==> config.mk <==
export PLATFORM = sky130hd
export DESIGN_NAME = onebit_prog_streamer_flat
export DESIGN_NICKNAME = d
export VERILOG_FILES = /design/src/rtl/onebit_prog_streamer_if.sv /design/src/rtl/onebit_prog_streamer.sv /design/src/flat_wrapper.sv
export SDC_FILE = /design/constraint.sdc
export NUM_CORES = 1
export LEC_CHECK = 0
export ABC_AREA = 1
export CAP_MARGIN = 40
export CELL_PAD_IN_SITES_DETAIL_PLACEMENT = 0
export CELL_PAD_IN_SITES_GLOBAL_PLACEMENT = 1
export CORE_MARGIN = 1.5
export CORE_UTILIZATION = 42
export CTS_BUF_LIST = sky130_fd_sc_hd__clkbuf_16
export DETAILED_ROUTE_END_ITERATION = 10
export GPL_ROUTABILITY_DRIVEN = 0
export PLACE_DENSITY = 0.95
export SLEW_MARGIN = 20
export SYNTH_ARGS = -nofsm -noshare
export SYNTH_HDL_FRONTEND = slang
export SYNTH_SLANG_ARGS = --single-unit
==> constraint.sdc <==
create_clock -name clk -period 3.1 [get_ports clk]
set_input_delay 0.31 -clock clk [delete_from_list [all_inputs] [get_ports clk]]
set_output_delay 0.31 -clock clk [all_outputs]
set_load 0.02 [all_outputs]
==> src/rtl/onebit_prog_streamer_if.sv <==
// Signal bundle between the program loader, its requester, the program store
// and the load port of the one-bit NAND core.
interface onebit_prog_streamer_if #(
  parameter int INSTR_WIDTH = 13,
  parameter int ADDR_WIDTH  = 10
);
  logic                   start;
  logic [ADDR_WIDTH-1:0]  prog_len;
  logic                   mem_rd;
  logic [ADDR_WIDTH-1:0]  mem_addr;
  logic [INSTR_WIDTH-1:0] mem_data;
  logic                   load_en;
  logic                   load_bit;
  logic                   busy;
  logic                   done;
  logic                   error;

  // Loader side: takes the request and read data, drives reads and the core.
  modport master (
    input  start, prog_len, mem_data,
    output mem_rd, mem_addr, load_en, load_bit, busy, done, error
  );

  // Environment side: requester, program store and core.
  modport slave (
    output start, prog_len, mem_data,
    input  mem_rd, mem_addr, load_en, load_bit, busy, done, error
  );
endinterface

==> src/rtl/onebit_prog_streamer.sv <==
// Bit-serial program loader for the one-bit NAND core. Fetches instruction
// words from a program store with one cycle of read latency and shifts them
// LSB first into the core load port. load_en maps to the core en, load_bit to
// inReg[0]; dropping load_en at the end lets the core run from PC 0.
//
// state | meaning
// IDLE  | waiting for start; the only state that samples start/prog_len
// PRIME | read strobe for word 0 is on the bus
// FILL  | word 0 read data is on mem_data; captured at the end of this cycle
// SHIFT | load_en high, one bit per cycle; next word fetched during the tail
// DONE  | stream finished, done pulse, busy drops on exit
// ERR   | prog_len rejected, error pulse
//
// load_en is first high in the third cycle after the edge that accepts start
// and stays high for exactly prog_len*INSTR_WIDTH cycles without a gap.
module onebit_prog_streamer #(
  parameter int INSTR_WIDTH = 13,
  parameter int ADDR_WIDTH  = 10,
  parameter int MAX_INSTR   = 1000
) (
  input logic                    clk,
  input logic                    reset,
  onebit_prog_streamer_if.master bus
);

  localparam int BW = $clog2(INSTR_WIDTH);
  localparam logic [BW-1:0] LAST_BIT = BW'(INSTR_WIDTH - 1);
  // Bit index at whose end the next read is issued, so the strobe is visible
  // while bit INSTR_WIDTH-2 is on the wire and data arrives for the last bit.
  localparam logic [BW-1:0] PF_BIT = (INSTR_WIDTH >= 3) ? BW'(INSTR_WIDTH - 3) : '0;
  // With two-bit words the next read must already go out as a word is loaded.
  localparam bit PF_ON_LOAD = (INSTR_WIDTH == 2);
  localparam logic [ADDR_WIDTH:0]   MAX_LEN = (ADDR_WIDTH + 1)'(MAX_INSTR);
  localparam logic [ADDR_WIDTH-1:0] ONE_A   = ADDR_WIDTH'(1);
  localparam logic [ADDR_WIDTH-1:0] TWO_A   = ADDR_WIDTH'(2);

  typedef enum logic [2:0] {
    IDLE  = 3'd0,
    PRIME = 3'd1,
    FILL  = 3'd2,
    SHIFT = 3'd3,
    DONE  = 3'd4,
    ERR   = 3'd5
  } state_t;

  state_t                 state;
  logic [ADDR_WIDTH-1:0]  len_q;
  logic [ADDR_WIDTH-1:0]  word_q;
  logic [BW-1:0]          bit_cnt;
  logic [INSTR_WIDTH-1:0] shifter;

  logic                   mem_rd_q;
  logic [ADDR_WIDTH-1:0]  mem_addr_q;
  logic                   load_en_q;
  logic                   load_bit_q;
  logic                   busy_q;
  logic                   done_q;
  logic                   error_q;

  logic len_bad;
  logic last_word;
  logic bit_last;
  logic pf_mid;
  logic pf_first;
  logic pf_reload;

  // Request validation and word/bit position decodes for the sequencer.
  always_comb begin
    len_bad   = (bus.prog_len == '0) || ({1'b0, bus.prog_len} > MAX_LEN);
    last_word = (word_q == len_q - ONE_A);
    bit_last  = (bit_cnt == LAST_BIT);
    pf_mid    = (INSTR_WIDTH >= 3) && (bit_cnt == PF_BIT) && !last_word;
    pf_first  = PF_ON_LOAD && (len_q > ONE_A);
    pf_reload = PF_ON_LOAD &&
                (({1'b0, word_q} + {1'b0, TWO_A}) < {1'b0, len_q});
  end

  // Sequencer: validate the request, fetch word 0, then serialise each word
  // with the following word's read overlapped onto its last bits.
  always_ff @(posedge clk) begin
    if (reset) begin
      state      <= IDLE;
      len_q      <= '0;
      word_q     <= '0;
      bit_cnt    <= '0;
      shifter    <= '0;
      mem_rd_q   <= 1'b0;
      mem_addr_q <= '0;
      load_en_q  <= 1'b0;
      load_bit_q <= 1'b0;
      busy_q     <= 1'b0;
      done_q     <= 1'b0;
      error_q    <= 1'b0;
    end else begin
      mem_rd_q <= 1'b0;
      done_q   <= 1'b0;
      error_q  <= 1'b0;
      case (state)
        IDLE: begin
          if (bus.start) begin
            if (len_bad) begin
              state   <= ERR;
              error_q <= 1'b1;
            end else begin
              state      <= PRIME;
              len_q      <= bus.prog_len;
              word_q     <= '0;
              bit_cnt    <= '0;
              busy_q     <= 1'b1;
              mem_rd_q   <= 1'b1;
              mem_addr_q <= '0;
            end
          end
        end

        PRIME: state <= FILL;

        FILL: begin
          state      <= SHIFT;
          shifter    <= bus.mem_data;
          load_en_q  <= 1'b1;
          load_bit_q <= bus.mem_data[0];
          bit_cnt    <= '0;
          if (pf_first) begin
            mem_rd_q   <= 1'b1;
            mem_addr_q <= ONE_A;
          end
        end

        SHIFT: begin
          if (bit_last) begin
            if (last_word) begin
              state      <= DONE;
              load_en_q  <= 1'b0;
              load_bit_q <= 1'b0;
              done_q     <= 1'b1;
            end else begin
              // Prefetched word is on mem_data now; swap it in with no gap.
              shifter    <= bus.mem_data;
              load_bit_q <= bus.mem_data[0];
              bit_cnt    <= '0;
              word_q     <= word_q + ONE_A;
              if (pf_reload) begin
                mem_rd_q   <= 1'b1;
                mem_addr_q <= word_q + TWO_A;
              end
            end
          end else begin
            shifter    <= shifter >> 1;
            load_bit_q <= shifter[1];
            bit_cnt    <= bit_cnt + BW'(1);
            if (pf_mid) begin
              mem_rd_q   <= 1'b1;
              mem_addr_q <= word_q + ONE_A;
            end
          end
        end

        DONE: begin
          state  <= IDLE;
          busy_q <= 1'b0;
        end

        ERR: state <= IDLE;

        default: state <= IDLE;
      endcase
    end
  end

  assign bus.mem_rd   = mem_rd_q;
  assign bus.mem_addr = mem_addr_q;
  assign bus.load_en  = load_en_q;
  assign bus.load_bit = load_bit_q;
  assign bus.busy     = busy_q;
  assign bus.done     = done_q;
  assign bus.error    = error_q;

endmodule
==> src/flat_wrapper.sv <==
// flat-port wrapper written by rule: the top's interface ports become plain ports
module onebit_prog_streamer_flat 
#(
  parameter int INSTR_WIDTH = 13,
  parameter int ADDR_WIDTH  = 10,
  parameter int MAX_INSTR   = 1000
)
  (clk, reset, bus_start, bus_prog_len, bus_mem_data, bus_mem_rd, bus_mem_addr, bus_load_en, bus_load_bit, bus_busy, bus_done, bus_error);
  onebit_prog_streamer_if #(.INSTR_WIDTH(INSTR_WIDTH), .ADDR_WIDTH(ADDR_WIDTH)) bus_i ();
  input logic clk;
  input logic reset;
  input wire logic [$bits(bus_i.start)-1:0] bus_start;
  input wire logic [$bits(bus_i.prog_len)-1:0] bus_prog_len;
  input wire logic [$bits(bus_i.mem_data)-1:0] bus_mem_data;
  output wire logic [$bits(bus_i.mem_rd)-1:0] bus_mem_rd;
  output wire logic [$bits(bus_i.mem_addr)-1:0] bus_mem_addr;
  output wire logic [$bits(bus_i.load_en)-1:0] bus_load_en;
  output wire logic [$bits(bus_i.load_bit)-1:0] bus_load_bit;
  output wire logic [$bits(bus_i.busy)-1:0] bus_busy;
  output wire logic [$bits(bus_i.done)-1:0] bus_done;
  output wire logic [$bits(bus_i.error)-1:0] bus_error;
  assign bus_i.start = bus_start;
  assign bus_i.prog_len = bus_prog_len;
  assign bus_i.mem_data = bus_mem_data;
  assign bus_mem_rd = bus_i.mem_rd;
  assign bus_mem_addr = bus_i.mem_addr;
  assign bus_load_en = bus_i.load_en;
  assign bus_load_bit = bus_i.load_bit;
  assign bus_busy = bus_i.busy;
  assign bus_done = bus_i.done;
  assign bus_error = bus_i.error;
  onebit_prog_streamer #(.INSTR_WIDTH(INSTR_WIDTH), .ADDR_WIDTH(ADDR_WIDTH), .MAX_INSTR(MAX_INSTR)) u_core (.clk(clk), .reset(reset), .bus(bus_i));
endmodule
# --- Word-level counts from Yosys, hierarchy flattened ---
# Cells that the tools add are included.
classes:
  add_sub_neg: 3
  mul: 0
  n_div: 0
  n_lt_le_gt_ge: 1
  n_eq_ne: 15
  shifts: 0
  mux: 37
  bitwise_logic: 5
  n_reduce_logical: 19
op_table:
  columns: ["op", "count"]
  rows:
  - ["10-bit 2-to-1 mux", 6]
  - ["10-bit one-hot mux with 2 select lines", 2]
  - ["13-bit 2-to-1 mux", 2]
  - ["13-bit one-hot mux with 2 select lines", 1]
  - ["4-bit 2-to-1 mux", 4]
  - ["1-bit 2-to-1 mux", 12]
  - ["3-bit 2-to-1 mux", 4]
  - ["3-bit one-hot mux with 4 select lines", 1]
  - ["4-bit one-hot mux with 3 select lines", 1]
  - ["3-bit AND reduction", 4]
  - ["10-bit by 1-bit adder with 10-bit output (second input constant)", 1]
  - ["10-bit equality test", 1]
  - ["10-bit > comparator (second input constant)", 1]
  - ["10-bit zero test", 1]
  - ["5-bit AND reduction", 2]
  - ["10-bit by 1-bit subtractor with 10-bit output (second input constant)", 1]
  - ["4-bit equality test (second input constant)", 2]
  - ["2-bit != test (second input constant)", 4]
  - ["1-bit one-hot mux with 2 select lines", 4]
  - ["3-bit by 2-bit equality test with 1-bit output (second input constant)", 2]
  - ["2-bit by 1-bit != test with 1-bit output (second input constant)", 3]
  - ["2-bit nonzero test", 3]
  - ["3-bit OR reduction", 2]
  - ["1-bit NOT", 5]
  - ["11 further kinds", 11]
word_totals:
  ff_bits: 56
  latchBits: 0
  mem_bits_rw: 0
  romBits: 0
  inputBits: 26
  memories: 0

# --- Depth between registers and ports, before layout ---
logic_depth:
  ltp_word: 7
  depth_mapped: 16

# --- Worst setup path after synthesis ---
# No wires, ideal clock.
synth_path:
  path_type: "reg2reg"
  from: "register u_core.len_q[0]"
  to: "register u_core.word_q[0]"
  t_arrival_ns: 1.731
  setup_slack_ns: 1.255
  path_stages_with_launch: 17
  synth_period_minus_slack_ns: 1.845
  cell_sequence: "dfxtp_1 -> inv_1 -> ha_1 -> nand3_1 -> nand2_1 -> nand2_1 -> nand2_1 -> nand2_1 -> nor2_2 -> inv_1 -> nor2_2 -> nand2_2 -> nand3_2 -> buf_6 -> nand2_1 -> nand2_1 -> nor2_2"
synth_via:
  elab_chain_len: 4
synth_rtl:
  columns: ["element", "line", "rtl"]
  rows:
  - ["start: declaration", "onebit_prog_streamer.sv:47", "logic [ADDR_WIDTH-1:0] len_q;"]
  - ["start signal: assignment", "onebit_prog_streamer.sv:106", "len_q <= bus.prog_len;"]
  - ["10-bit by 1-bit subtractor with 10-bit output", "onebit_prog_streamer.sv:70", "last_word = (word_q == len_q - ONE_A);"]
  - ["10-bit equality test", "onebit_prog_streamer.sv:70", null]
  - ["2-bit != test (no line)", null, null]
  - ["5-bit AND reduction (no line)", null, null]
  - ["end signal: assignment", "onebit_prog_streamer.sv:142", "word_q <= word_q + ONE_A;"]
  - ["end: declaration", "onebit_prog_streamer.sv:48", "logic [ADDR_WIDTH-1:0] word_q;"]
# No other way between the ends.
# A chain may end at the register's enable or synchronous reset.

# --- Worst setup path in the final report ---
layout_path:
  from: "register u_core.len_q[0]"
  to: "register u_core.shifter[4]"
layout_via:
  elab_chain_len: 4
layout_rtl:
  columns: ["element", "line", "rtl"]
  rows:
  - ["10-bit by 1-bit subtractor with 10-bit output", "onebit_prog_streamer.sv:70", null]
  - ["10-bit equality test", "onebit_prog_streamer.sv:70", null]
  - ["3-bit != test (no line)", null, null]
  - ["2-bit AND reduction (no line)", null, null]
  - ["end signal: assignment", "onebit_prog_streamer.sv:120", "shifter <= bus.mem_data;"]
  - ["end signal: assignment", "onebit_prog_streamer.sv:139", "shifter <= bus.mem_data;"]
  - ["end signal: assignment", "onebit_prog_streamer.sv:149", "shifter <= shifter >> 1;"]
  - ["end: declaration", "onebit_prog_streamer.sv:50", "logic [INSTR_WIDTH-1:0] shifter;"]
# No other way between the ends.

==> impl_metrics.tcl <==
set metrics [dict create \
    wl_per_cell_um 12.3 \
    worst_slack_ns 0.745 \
    worst_pin_slew_ns 0.469 \
    fp.dieArea_um2 8100 \
    detail-route-antenna-nets 0 \
    crit_path_cell_trace "inv_1 -> ha_1 -> inv_1 -> nand2_1 -> nand2_1 -> nand2_1 -> nand2_1 -> nor3_1 -> nand4_2 -> buf_4 -> nand2_1 -> nand2_1 -> a21oi_1" \
    die_h_um 90.0 \
    cts-root-buf "clkbuf_16" \
    area_delta_synth_final_pct 20.1 \
    synthDistinctLibCells 31 \
    place_hpwl_um 5600 \
    clkTransAtPathRegs_ns 0.07 \
    rows 31 \
    clockBufferDepth 2 \
    grt.total_usage 0.191 \
    htreeDepth 2 \
    synth_compound_area_frac 0.0906 \
    vias 3086 \
    cp_max_fo 14 \
    start_util 0.436 \
    cts_setup_buffers 0 \
    required_ns 3.32 \
    pwr-share-clk 0.183 \
    end_kind "flip-flop" \
    viasPerCell 4.99 \
    whs_path_depth 2 \
    ios 42 \
    synth_seq_area_share 0.346 \
    cts.sinks 55 \
    antenna_found_initial 0 \
    cpPeakStageDelay_ns 0.32 \
    ys_ff_latch 55 \
    finalCritPeriodShare 0.760 \
    drt-pass1-iter-count 5 \
    clock_skew_ns 0.00507 \
    p_leak_nw 1.67 \
    setup.worst_path.class "reg2reg" \
    synth-xor-area-share 0.0138 \
    power_mw 3.54 \
    cts-buffers-inserted 5 \
    clk_latency_ns 0.29 \
    async_reset_ff_frac 0 \
    maxSlewHeadroom 0.685 \
    synth_top_family_by_area "simple AND/OR/NAND/NOR gates" \
    power_density_nw_per_um2 928 \
    muxShareOfSynthArea 0.0390 \
    sw_frac_of_total 0.445 \
    syn-mean-instance-area_um2 6.61 \
    core_um2 7290 \
    die_x_um 90.0 \
    rsz0062_at_grt "false" \
    ys.flop_type "dfxtp_1" \
    layout.cells.non_filler 618 \
    postCtsHoldBufs 0 \
    finalSetupTns_ns 0 \
    fin_nets 549 \
    fin_crit_ns 2.36 \
    synth_top_area_frac 0.346 \
    p_int_mw 1.97 \
    hp-class "reg2reg" \
    synth_edf_count 0 \
    vdd_ir_drop_max_v 0.000482 \
    whs_ns 0.460 \
    drive_above_1_share 0.100 \
    crit_top_cell "nand2_1" \
    synth_nets 512 \
    yosys_warnings 0 \
    setup_violations 0 \
    drv_cap 0 \
    grt_pass1_vias 2835 \
    nFillCells 772 \
    synth-simple-area-share 0.389 \
    dpl.cell_count 610 \
    max_freq_mhz 425 \
    cts_resized 0 \
    hold_violations 0 \
    antenna_cells 0 \
    grt_overflow 0 \
    routed_wl_um 7580 \
    synthesis.area_um2 3180 \
    drt_iter0_markers 155 \
    seqPwrFrac 0.301 \
    cp_slowest_cell "nor3_1" \
    p_sw_mw 1.58 \
    grt_pass1_wl_um 12900 \
    synth_area_leaders "dfxtp_1 (35%), nand2_1 (15%), nand3_1 (7.1%)" \
    run_status "complete, no violations" \
    grt_max_degree 25 \
    synth_top_cell_by_area "dfxtp_1" \
    dp_slack_ns 0.812 \
    cts_tree "done" \
    cp-start-kind "flip-flop" \
    slew_viol_final 0 \
    io_buffer_count 41 \
    power_frac_comb 0.517 \
    drc 0 \
    synth-adder-area-share 0.0197 \
    reg2regPathDepth 13 \
    synthCells 481 \
    crit_arrival_ns 2.58 \
]
==> worst max-delay path: cells and delay by family (launching register included) <==
family          cells  cell delay (ns)
compound gates      1             0.15
fa+ha+maj           1             0.26
buf+inv             3             0.43
flops               1             0.31
simple gates        8             1.15
==> state kept, by name, summed over array words and instances, names as in the netlist <==
| signal | flops |
|---|---|
| u_core.bus.load_bit | 1 |
| u_core.shifter | 12 |
| u_core.bus.load_en | 1 |
| u_core.bus.busy | 1 |
| u_core.state | 3 |
| u_core.bit_cnt | 4 |
| u_core.len_q | 10 |
| u_core.bus.done | 1 |
| u_core.bus.mem_addr | 10 |
| u_core.word_q | 10 |
| u_core.bus.mem_rd | 1 |
| u_core.bus.error | 1 |
==> metrics by stage <==
step,utilization,area [um^2]
global placement,0.501,3650
finish,0.524,3820
detailed placement,0.501,3650
global route,0.524,3820
floorplan,-,3180
CTS,0.524,3820
==> layout make-up <==
class                           count  area, um^2  share of cell area
Inverter                           57         214              0.0560
Multi-Input combinational cell    352        1760               0.460
Sequential cell                    55        1100               0.288
Clock buffer                        5         125              0.0328
Tap cell                           99         124              0.0324
Clock inverter                      3        42.5              0.0111
Timing Repair Buffer               47         455               0.119
==> routing by layer <==
layer	global-route usage	routed length [um]	vias to the layer above
li1	-	-	1617
met1	0.259	3600	1400
met2	0.312	3590	61
met3	0.0288	282	8
met4	0.0608	94	0
met5	0	0	-
==> Yosys cell counts, types with 7 or more instances <==
master / count
mux2_2: 11
nand2_1: 127
nand3_1: 45
nor2_2: 11
a21oi_1: 33
nand4_1: 15
dfxtp_1: 55
o21ai_0: 19
nor2_1: 58
inv_1: 48
clkbuf_1: 7
==> placed cells by master (no fill, tap or decap) <==
cell / count
clkbuf_16: 5
inv_1: 49
inv_6: 1
o21ai_0: 19
nor3_1: 4
xor2_1: 2
or2_2: 1
nor2_4: 2
o21bai_1: 1
clkinv_1: 5
nor2_1: 58
nand4_1: 15
ha_1: 5
and3_1: 2
o21ai_1: 1
nand4_2: 1
nand3_2: 5
a21oi_1: 33
mux2_2: 11
o21ai_2: 1
dfxtp_1: 55
xnor2_1: 3
buf_4: 6
nand2_1: 127
nand3_1: 45
a31oi_1: 1
inv_2: 4
nand2_2: 2
nand3b_1: 1
bufinv_16: 1
nand2_4: 1
nor2_2: 11
clkdlybuf4s50_1: 41
==> cell families (layout without fill, tap and decap cells) <==
| group | count (synthesis) | in the layout |
|---|---|---|
| multiplexers | 11 | 11 |
| AO/OA/AOI/OAI | 56 | 56 |
| XOR/XNOR | 5 | 5 |
| flip-flops | 55 | 55 |
| buffers and inverters | 74 | 112 |
| adder cells (fa/ha/maj) | 5 | 5 |
| AND/OR/NAND/NOR | 275 | 275 |
==> power by group through the flow <==
stage | clock network, mW | registers (mW) | logic [mW]
after floorplan | 0 | 1.11 | 1.40
after global placement | 0 | 1.07 | 1.80
after detailed placement | 0 | 1.08 | 1.82
after CTS | 0.662 | 1.06 | 1.84
after global routing | 0.687 | 1.09 | 2.08
final | 0.647 | 1.07 | 1.83
==> final timing paths <==
path                                                startpoint                              to  slack, ns
worst min-delay path            u_core.shifter[3]$_SDFFE_PP0P_  u_core.shifter[3]$_SDFFE_PP0P_       0.46
worst max register to register    u_core.len_q[0]$_SDFFE_PP0P_  u_core.shifter[4]$_SDFFE_PP0P_       0.74
worst min register to register  u_core.shifter[3]$_SDFFE_PP0P_  u_core.shifter[3]$_SDFFE_PP0P_       0.46
worst max-delay path              u_core.len_q[0]$_SDFFE_PP0P_  u_core.shifter[4]$_SDFFE_PP0P_       0.74
(Power assumes the default switching activity.)
